[config.mk]
export PLATFORM = sky130hd
export DESIGN_NAME = serial_adder
export DESIGN_NICKNAME = d
export VERILOG_FILES = /design/src/rtl/serial_adder_pkg.sv /design/src/rtl/serial_adder_fadd.sv /design/src/rtl/serial_adder.sv
export SDC_FILE = /design/constraint.sdc
export NUM_CORES = 1
export LEC_CHECK = 0
export BUFFER_PORTS_ARGS = -buffer_cell sky130_fd_sc_hd__buf_2
export CORE_UTILIZATION = 42
export DETAILED_ROUTE_END_ITERATION = 6
export PLACE_DENSITY = 0.59
export SKIP_LAST_GASP = 1
export SLEW_MARGIN = 25
export SYNTH_ARGS = -nofsm -noshare
export SYNTH_HDL_FRONTEND = slang
export SYNTH_HIERARCHICAL = 1
export SYNTH_SLANG_ARGS = --single-unit
[constraint.sdc]
create_clock -name CLK -period 1.8 [get_ports CLK]
set_clock_uncertainty 0.05 [all_clocks]
set_input_delay 0.36 -clock CLK [delete_from_list [all_inputs] [get_ports CLK]]
set_output_delay 0.36 -clock CLK [all_outputs]
set_load 0.01 [all_outputs]
[src/rtl/serial_adder_pkg.sv]
// Shared definitions for the bit-serial adder: controller state encoding
// and the default operand width.
package serial_adder_pkg;

    localparam int DEFAULT_WIDTH = 8;

    typedef enum logic [1:0] {
        IDLE  = 2'b00,
        SHIFT = 2'b01,
        FIN   = 2'b10
    } state_t;

endpackage

[src/rtl/serial_adder_fadd.sv]
// One-bit full adder used by the serial adder for each bit position.
module fadd (
    input  logic C,
    input  logic B,
    input  logic A,
    output logic Carry,
    output logic Sum
);

    assign Sum   = A ^ B ^ C;
    assign Carry = (A & B) | (C & (A ^ B));

endmodule

[src/rtl/serial_adder.sv]
// Bit-serial adder: adds two N-bit operands plus a carry-in one bit per
// clock, LSB first, through a single full-adder cell. The result is
// published on SUM/COUT together with a one-cycle DONE pulse.
module serial_adder
    import serial_adder_pkg::*;
#(
    parameter int N = DEFAULT_WIDTH
) (
    input  logic         CLK,
    input  logic         RSTN,
    input  logic         START,
    input  logic [N-1:0] AIN,
    input  logic [N-1:0] BIN,
    input  logic         CIN,
    output logic         BUSY,
    output logic         DONE,
    output logic [N-1:0] SUM,
    output logic         COUT
);

    localparam int            CW   = $clog2(N);
    localparam logic [CW-1:0] LAST = CW'(N - 1);
    localparam logic [CW-1:0] ONE  = CW'(1);

    state_t state, state_next;

    logic [N-1:0]  a_sr;
    logic [N-1:0]  b_sr;
    logic [N-1:0]  psum;
    logic [N-1:0]  psum_next;
    logic          carry;
    logic [CW-1:0] cnt;
    logic          bit_sum;
    logic          bit_carry;
    logic          last_bit;
    logic          load;
    logic          unused_psum_lsb;

    fadd u_fadd (
        .C     (carry),
        .B     (b_sr[0]),
        .A     (a_sr[0]),
        .Carry (bit_carry),
        .Sum   (bit_sum)
    );

    assign psum_next = {bit_sum, psum[N-1:1]};
    assign last_bit  = (cnt == LAST);
    assign load      = START && ((state == IDLE) || (state == FIN));

    // The oldest slot of the partial sum is shifted out on the final bit
    // and never contributes to the result.
    assign unused_psum_lsb = psum[0];

    // State register; reset drops straight back to IDLE, aborting any add.
    always_ff @(posedge CLK or negedge RSTN) begin
        if (!RSTN) begin
            state <= IDLE;
        end else begin
            state <= state_next;
        end
    end

    // Next-state and status decode; FIN accepts a new START just like IDLE.
    always_comb begin
        state_next = state;
        BUSY       = 1'b0;
        DONE       = 1'b0;
        case (state)
            IDLE: begin
                if (START) begin
                    state_next = SHIFT;
                end
            end
            SHIFT: begin
                BUSY = 1'b1;
                if (last_bit) begin
                    state_next = FIN;
                end
            end
            FIN: begin
                DONE       = 1'b1;
                state_next = START ? SHIFT : IDLE;
            end
            default: begin
                state_next = IDLE;
            end
        endcase
    end

    // Operand capture, one full-add step per SHIFT cycle, and result publish.
    always_ff @(posedge CLK or negedge RSTN) begin
        if (!RSTN) begin
            a_sr  <= '0;
            b_sr  <= '0;
            psum  <= '0;
            carry <= 1'b0;
            cnt   <= '0;
            SUM   <= '0;
            COUT  <= 1'b0;
        end else if (load) begin
            a_sr  <= AIN;
            b_sr  <= BIN;
            carry <= CIN;
            cnt   <= '0;
        end else if (state == SHIFT) begin
            a_sr  <= {1'b0, a_sr[N-1:1]};
            b_sr  <= {1'b0, b_sr[N-1:1]};
            psum  <= psum_next;
            carry <= bit_carry;
            if (last_bit) begin
                SUM  <= psum_next;
                COUT <= bit_carry;
            end else begin
                cnt <= cnt + ONE;
            end
        end
    end

endmodule

==> results of run 1 <==
timing repair:
| action | in CTS | in global routing |
|---|---|---|
| endpoints found under the hold margin | 19 | 0 |
| buffers inserted | 0 | 0 |
| hold buffers | 1 | 0 |
cells by family (layout without fill, tap and decap cells):
kind of cell             count (synthesis)  count (layout)  share of synthesized area
multiplexers                            64              64                      0.359
flip-flops                              38              38                      0.492
buffers and inverters                   13              46                     0.0473
AND/OR/NAND/NOR                         12              12                     0.0486
AO/OA/AOI/OAI                            8               8                     0.0291
adder cells (fa/ha/maj)                  3               3                     0.0233
Yosys cell counts, drive strengths merged:
master	number	area share
mux2i	48	0.25
dfrtp	38	0.49
mux2	16	0.11
buf	10	0.041
o211ai	5	0.019
inv	3	0.0058
nand2b	3	0.014
ha	2	0.013
nand2	2	0.0039
nand3	2	0.0052
o21ai	2	0.0052
or3b	2	0.0091
fa	1	0.010
nand3b	1	0.010
nor2b	1	0.0032
o221ai	1	0.0045
or2	1	0.0032
layer usage:
metal	wire length (um)	global-route usage	up-vias
met5	0	0	-
met3	131	0.0509	5
li1	-	-	554
met4	38	0.0400	0
met2	1720	0.272	24
met1	1420	0.181	576
placed cells by master (no fill, tap or decap), types with 3 or more instances in the layout:
cell type  Yosys  layout
buf_2          4      30
buf_4          2       3
clkbuf_8       0       5
dfrtp_1       38      38
inv_1          3       3
mux2_2         7       7
mux2_4         9       9
mux2i_1       48      48
o211ai_1       5       5
power by group through the flow:
| stage | sequential (mW) | clock [mW] | combinational [mW] |
|---|---|---|---|
| 2_1_floorplan | 1.47 | 0 | 1.00 |
| 3_3_place_gp | 1.49 | 0 | 1.22 |
| 3_5_place_dp | 1.52 | 0 | 1.27 |
| 4_1_cts | 1.50 | 0.732 | 1.27 |
| 5_1_grt | 1.55 | 0.771 | 1.38 |
| 6_report | 1.50 | 0.706 | 1.25 |
layout make-up:
type	instances	area [sq um]	share of cell area
inverters	3	11.3	0.00505
well taps	52	65.1	0.0292
clock buffers	5	68.8	0.0309
multi-input cells	87	890	0.399
flip-flops and latches	38	951	0.427
repair buffers	35	203	0.0910
clock inverters	3	40.0	0.0180
worst reg2reg max path, stage by stage, from the launching register on:
cell and delay (ns):
dfrtp_1 0.41, ha_1 0.22, ha_1 0.26, nand3b_4 0.21
mux2_4 0.32
sequential cells by signal, summed over array words and instances (netlist names):
signal,cells
a_sr,8
COUT,1
state,2
carry,1
psum,7
b_sr,8
SUM,8
cnt,3
worst paths after layout:
kind                                        to  slack, ns  cells after the start
setup / recovery                          BUSY       0.13                      3
hold / removal             a_sr[6]$_DFFE_PN0P_       0.31                      3
max in group asynchronous  a_sr[7]$_DFFE_PN0P_       0.72                      3
hold reg to reg             SUM[0]$_DFFE_PN0P_       0.46                      1
min in group asynchronous   SUM[7]$_DFFE_PN0P_       0.51                      2
setup reg to reg              COUT$_DFFE_PN0P_       0.21                      4
==> metrics, run 1 <==
post-synthesis sequential element count 38; initial antenna violation count 0; Post-Syn Nets 161; Starting Density 0.441; Hold Crit Class in2reg; unrepaired setup endpoints after global routing no; P_sw 1.10 mW; largest vdd supply drop 548 uV; Initial DRC Count 56; Cell Area, Placed 2110 sq um; Overall Power 3.45 mW; clock root cell clkbuf_8; final core utilization 0.508; placed cell count 214; Post-Syn Area 1930 sq um; share of cells above drive strength 1 0.363; Placer Congestion 0.726; total CTS buffers 5; combinational share of power 0.361; Tot GR Track Use 0.155; Unique masters post-synth 22; io pins 31; clock sink count 38; status finished, final reports clean; fmax 600 MHz; Final ANT Viol Nets 0; PwrDens 1550 nW/um^2; CP arrival 1.26 ns; PortBufs 30; 1st-pass router iterations 2; die area 4870 sq um; Syn Area/Cell 14.0 sq um; Seq/Total Area, Yosys 0.492; Core Region 4380 sq um; Worst setup SP type flip-flop; static leakage 1.15 nW; crit path buf inv count 2; final instance area 2230 sq um; CP startpoint state[1]$_DFFE_PN0P_; vias in the first global route 1247; Via density 5.20; post-synthesis cell count 138; delay-heaviest family, CP flip-flops; Post-CTS Resized 0; total grt overflow 0; Final min period 1.67 ns; row count 24; CTS tree built; synth warn 6; H-tree lvl count 2; critical path class reg2out; post-route insts no fill 223; setup TNS 0 ns; nets@finish 193; relative slew slack 0.615; sequential share of power 0.434; reg-to-reg startpoint cnt[0]$_DFFE_PN0P_; Die W 69.8 um; Clock Power Share 0.205; Crit. End Element primary output; pins over their slew limit 0; Die Ht 69.8 um; clock latency at the later pin of the worst-skew pair 0.29 ns; Detailed Route WL 3310 um; largest net degree at the start of global routing 22; clock tree buffer depth 2; pre-CTS setup slack 0.225 ns; ANT cells 0; HP Start AIN[6]; first-pass GRT wire length 5980 um; setup ws final 0.134 ns; Tcrit/Tclk final 0.926; Internal 2.35 mW; DRC 0; setup violators final 0; Layout area overhead 15.3%; Switching Share 0.319; maximum fanout along the worst path 10; Fillers 394; DR vias 1159; Fin Hold WS 0.311 ns; CP max-delay cell dfrtp_1; Worst Tran Pin Value 0.578 ns; CTS clk-pin slew, worst paths 0.07 ns; max_cap viols 0; Crit path required time 1.39 ns; Final Hold Violating Endpoints 0; Largest stage delay, worst path 0.53 ns; worst-path cell chain nand2b_4, inv_1, buf_2; DR WL/cell 14.8 um
No activity file was read; power rests on OpenSTA's default activity.
==> inputs of run 2 (changes only) <==
--- a/config.mk
+++ b/config.mk
@@ -8,5 +8,5 @@
 export BUFFER_PORTS_ARGS = -buffer_cell sky130_fd_sc_hd__buf_2
-export CORE_UTILIZATION = 42
+export CORE_UTILIZATION = 40
 export DETAILED_ROUTE_END_ITERATION = 6
-export PLACE_DENSITY = 0.59
+export PLACE_DENSITY = 0.57
 export SKIP_LAST_GASP = 1
--- a/constraint.sdc
+++ b/constraint.sdc
@@ -4,2 +4,2 @@
 set_output_delay 0.36 -clock CLK [all_outputs]
-set_load 0.01 [all_outputs]
+set_load 0.05 [all_outputs]
==> metrics, run 2 (synthesis results as in run 1) <==
io pins 31; DR WL/cell 14.9 um; total grt overflow 0; crit path buf inv count 2; CTS tree built; static leakage 1.14 nW; share of cells above drive strength 1 0.374; fmax 589 MHz; clock tree buffer depth 2; setup TNS 0 ns; critical path class reg2out; worst reg-to-reg path cell count 4; CP startpoint state[1]$_DFFE_PN0P_; Fillers 417; vias in the first global route 1253; DRC 0; placed cell count 214; pins over their slew limit 0; clock sink count 38; Worst setup SP type flip-flop; Core Region 4500 sq um; Worst path depth 3; DP HPWL 2340 um; Layout area overhead 14.9%; 1st-pass router iterations 4; DR vias 1183; Worst Tran Pin Value 0.594 ns; clock latency at the later pin of the worst-skew pair 0.29 ns; Placer Congestion 0.721; Tcrit/Tclk final 0.943; largest vdd supply drop 535 uV; maximum fanout along the worst path 10; R2R setup slack 0.19 ns; Crit path required time 1.39 ns; row count 24; unrepaired setup endpoints after global routing no; CTS clk-pin slew, worst paths 0.08 ns; initial antenna violation count 0; combinational share of power 0.432; PwrDens 1670 nW/um^2; clock root cell clkbuf_8; reg-to-reg endpoint SUM[1]$_DFFE_PN0P_; Via density 5.30; H-tree lvl count 2; relative slew slack 0.604; total CTS buffers 5; Final Hold Violating Endpoints 0; Final min period 1.70 ns; most common cell after layout, fill and taps aside mux2i_1; Final ANT Viol Nets 0; Largest regs SUM (8), a_sr (8), b_sr (8); Switching Share 0.389; Die Ht 71.5 um; max_cap viols 0; Clock Power Share 0.166; PortBufs 30; post-route insts no fill 223; delay-heaviest family, CP flip-flops; CP arrival 1.29 ns; Die W 71.5 um; Largest stage delay, worst path 0.48 ns; ANT cells 0; CP max-delay cell dfrtp_2; Crit. End Element primary output; post-CTS setup buffer count 0; P_sw 1.44 mW; worst-path cell chain nand2b_4, inv_1, clkbuf_4; Critical Path End BUSY; largest net degree at the start of global routing 22; status finished, final reports clean; setup violators final 0; die area 5110 sq um; hold path depth 3; Initial DRC Count 50; first-pass GRT wire length 5720 um; Detailed Route WL 3330 um; Internal 2.26 mW; sequential share of power 0.402; Hold Crit Class in2reg; reg-to-reg startpoint cnt[0]$_DFFE_PN0P_; Starting Density 0.429; Tot GR Track Use 0.147; commonest cells after routing, fill and taps aside 48 x mux2i_1, 36 x dfrtp_1, 29 x buf_2; nets@finish 193
==> run 2: layout make-up <==
cell class	instances	area, sq um	area share
flip-flops and latches	38	953	0.430
multi-input cells	87	890	0.401
repair buffers	35	205	0.0924
clock buffers	6	82.6	0.0372
well taps	52	65.1	0.0293
clock inverters	2	12.5	0.00564
inverters	3	11.3	0.00507
==> run 2: worst reg2reg max path, delay by kind of cell (launching register included) <==
family | cells | cell delay [ns]
adders and majority gates | 2 | 0.49
DFF | 1 | 0.41
muxes | 1 | 0.32
and+or+nand+nor | 1 | 0.22
==> run 2: repair_timing <==
item,4_1_cts,5_1_grt
hold buffers,1,0
endpoints found under the setup margin,1,1
endpoints found under the hold margin,17,0
gates resized for setup,1,2
==> run 2: metrics by stage <==
step / instance area (sq um) / util / power (mW) / hold slack [ns] / worst slack [ns]
6_report: 2220 / 0.493 / 3.70 / 0.301 / 0.103
2_1_floorplan: 1930 / - / 2.81 / 0.0144 / 0.00161
5_1_grt: 2220 / 0.493 / 3.96 / 0.303 / 0.0584
3_5_place_dp: 2110 / 0.468 / 3.13 / 0.273 / 0.196
3_3_place_gp: 2110 / 0.468 / 3.05 / 0.262 / 0.274
4_1_cts: 2220 / 0.492 / 3.75 / 0.301 / 0.00408
==> run 2: routing by layer <==
metal | wire, um | part of all wire | track usage
met1 | 1460 | 0.44 | 0.172
met2 | 1650 | 0.50 | 0.249
met3 | 167 | 0.050 | 0.0534
met4 | 48 | 0.014 | 0.0523
met5 | 0 | 0 | 0
==> run 2: power groups by stage <==
stage / clock network [mW] / registers (mW) / logic (mW)
after floorplan: 0 / 1.76 / 1.04
after global placement: 0 / 1.49 / 1.56
after detailed placement: 0 / 1.52 / 1.61
after CTS: 0.638 / 1.50 / 1.62
after global routing: 0.679 / 1.54 / 1.73
final: 0.614 / 1.49 / 1.60
==> run 2: how the worst min path moves through the flow <==
stage / from / to
after floorplan: RSTN / COUT$_DFFE_PN0P_
after global placement: RSTN / SUM[0]$_DFFE_PN0P_
after detailed placement: RSTN / psum[1]$_DFFE_PN0P_
after CTS: AIN[1] / a_sr[1]$_DFFE_PN0P_
after global routing: BIN[4] / b_sr[4]$_DFFE_PN0P_
final: AIN[2] / a_sr[2]$_DFFE_PN0P_
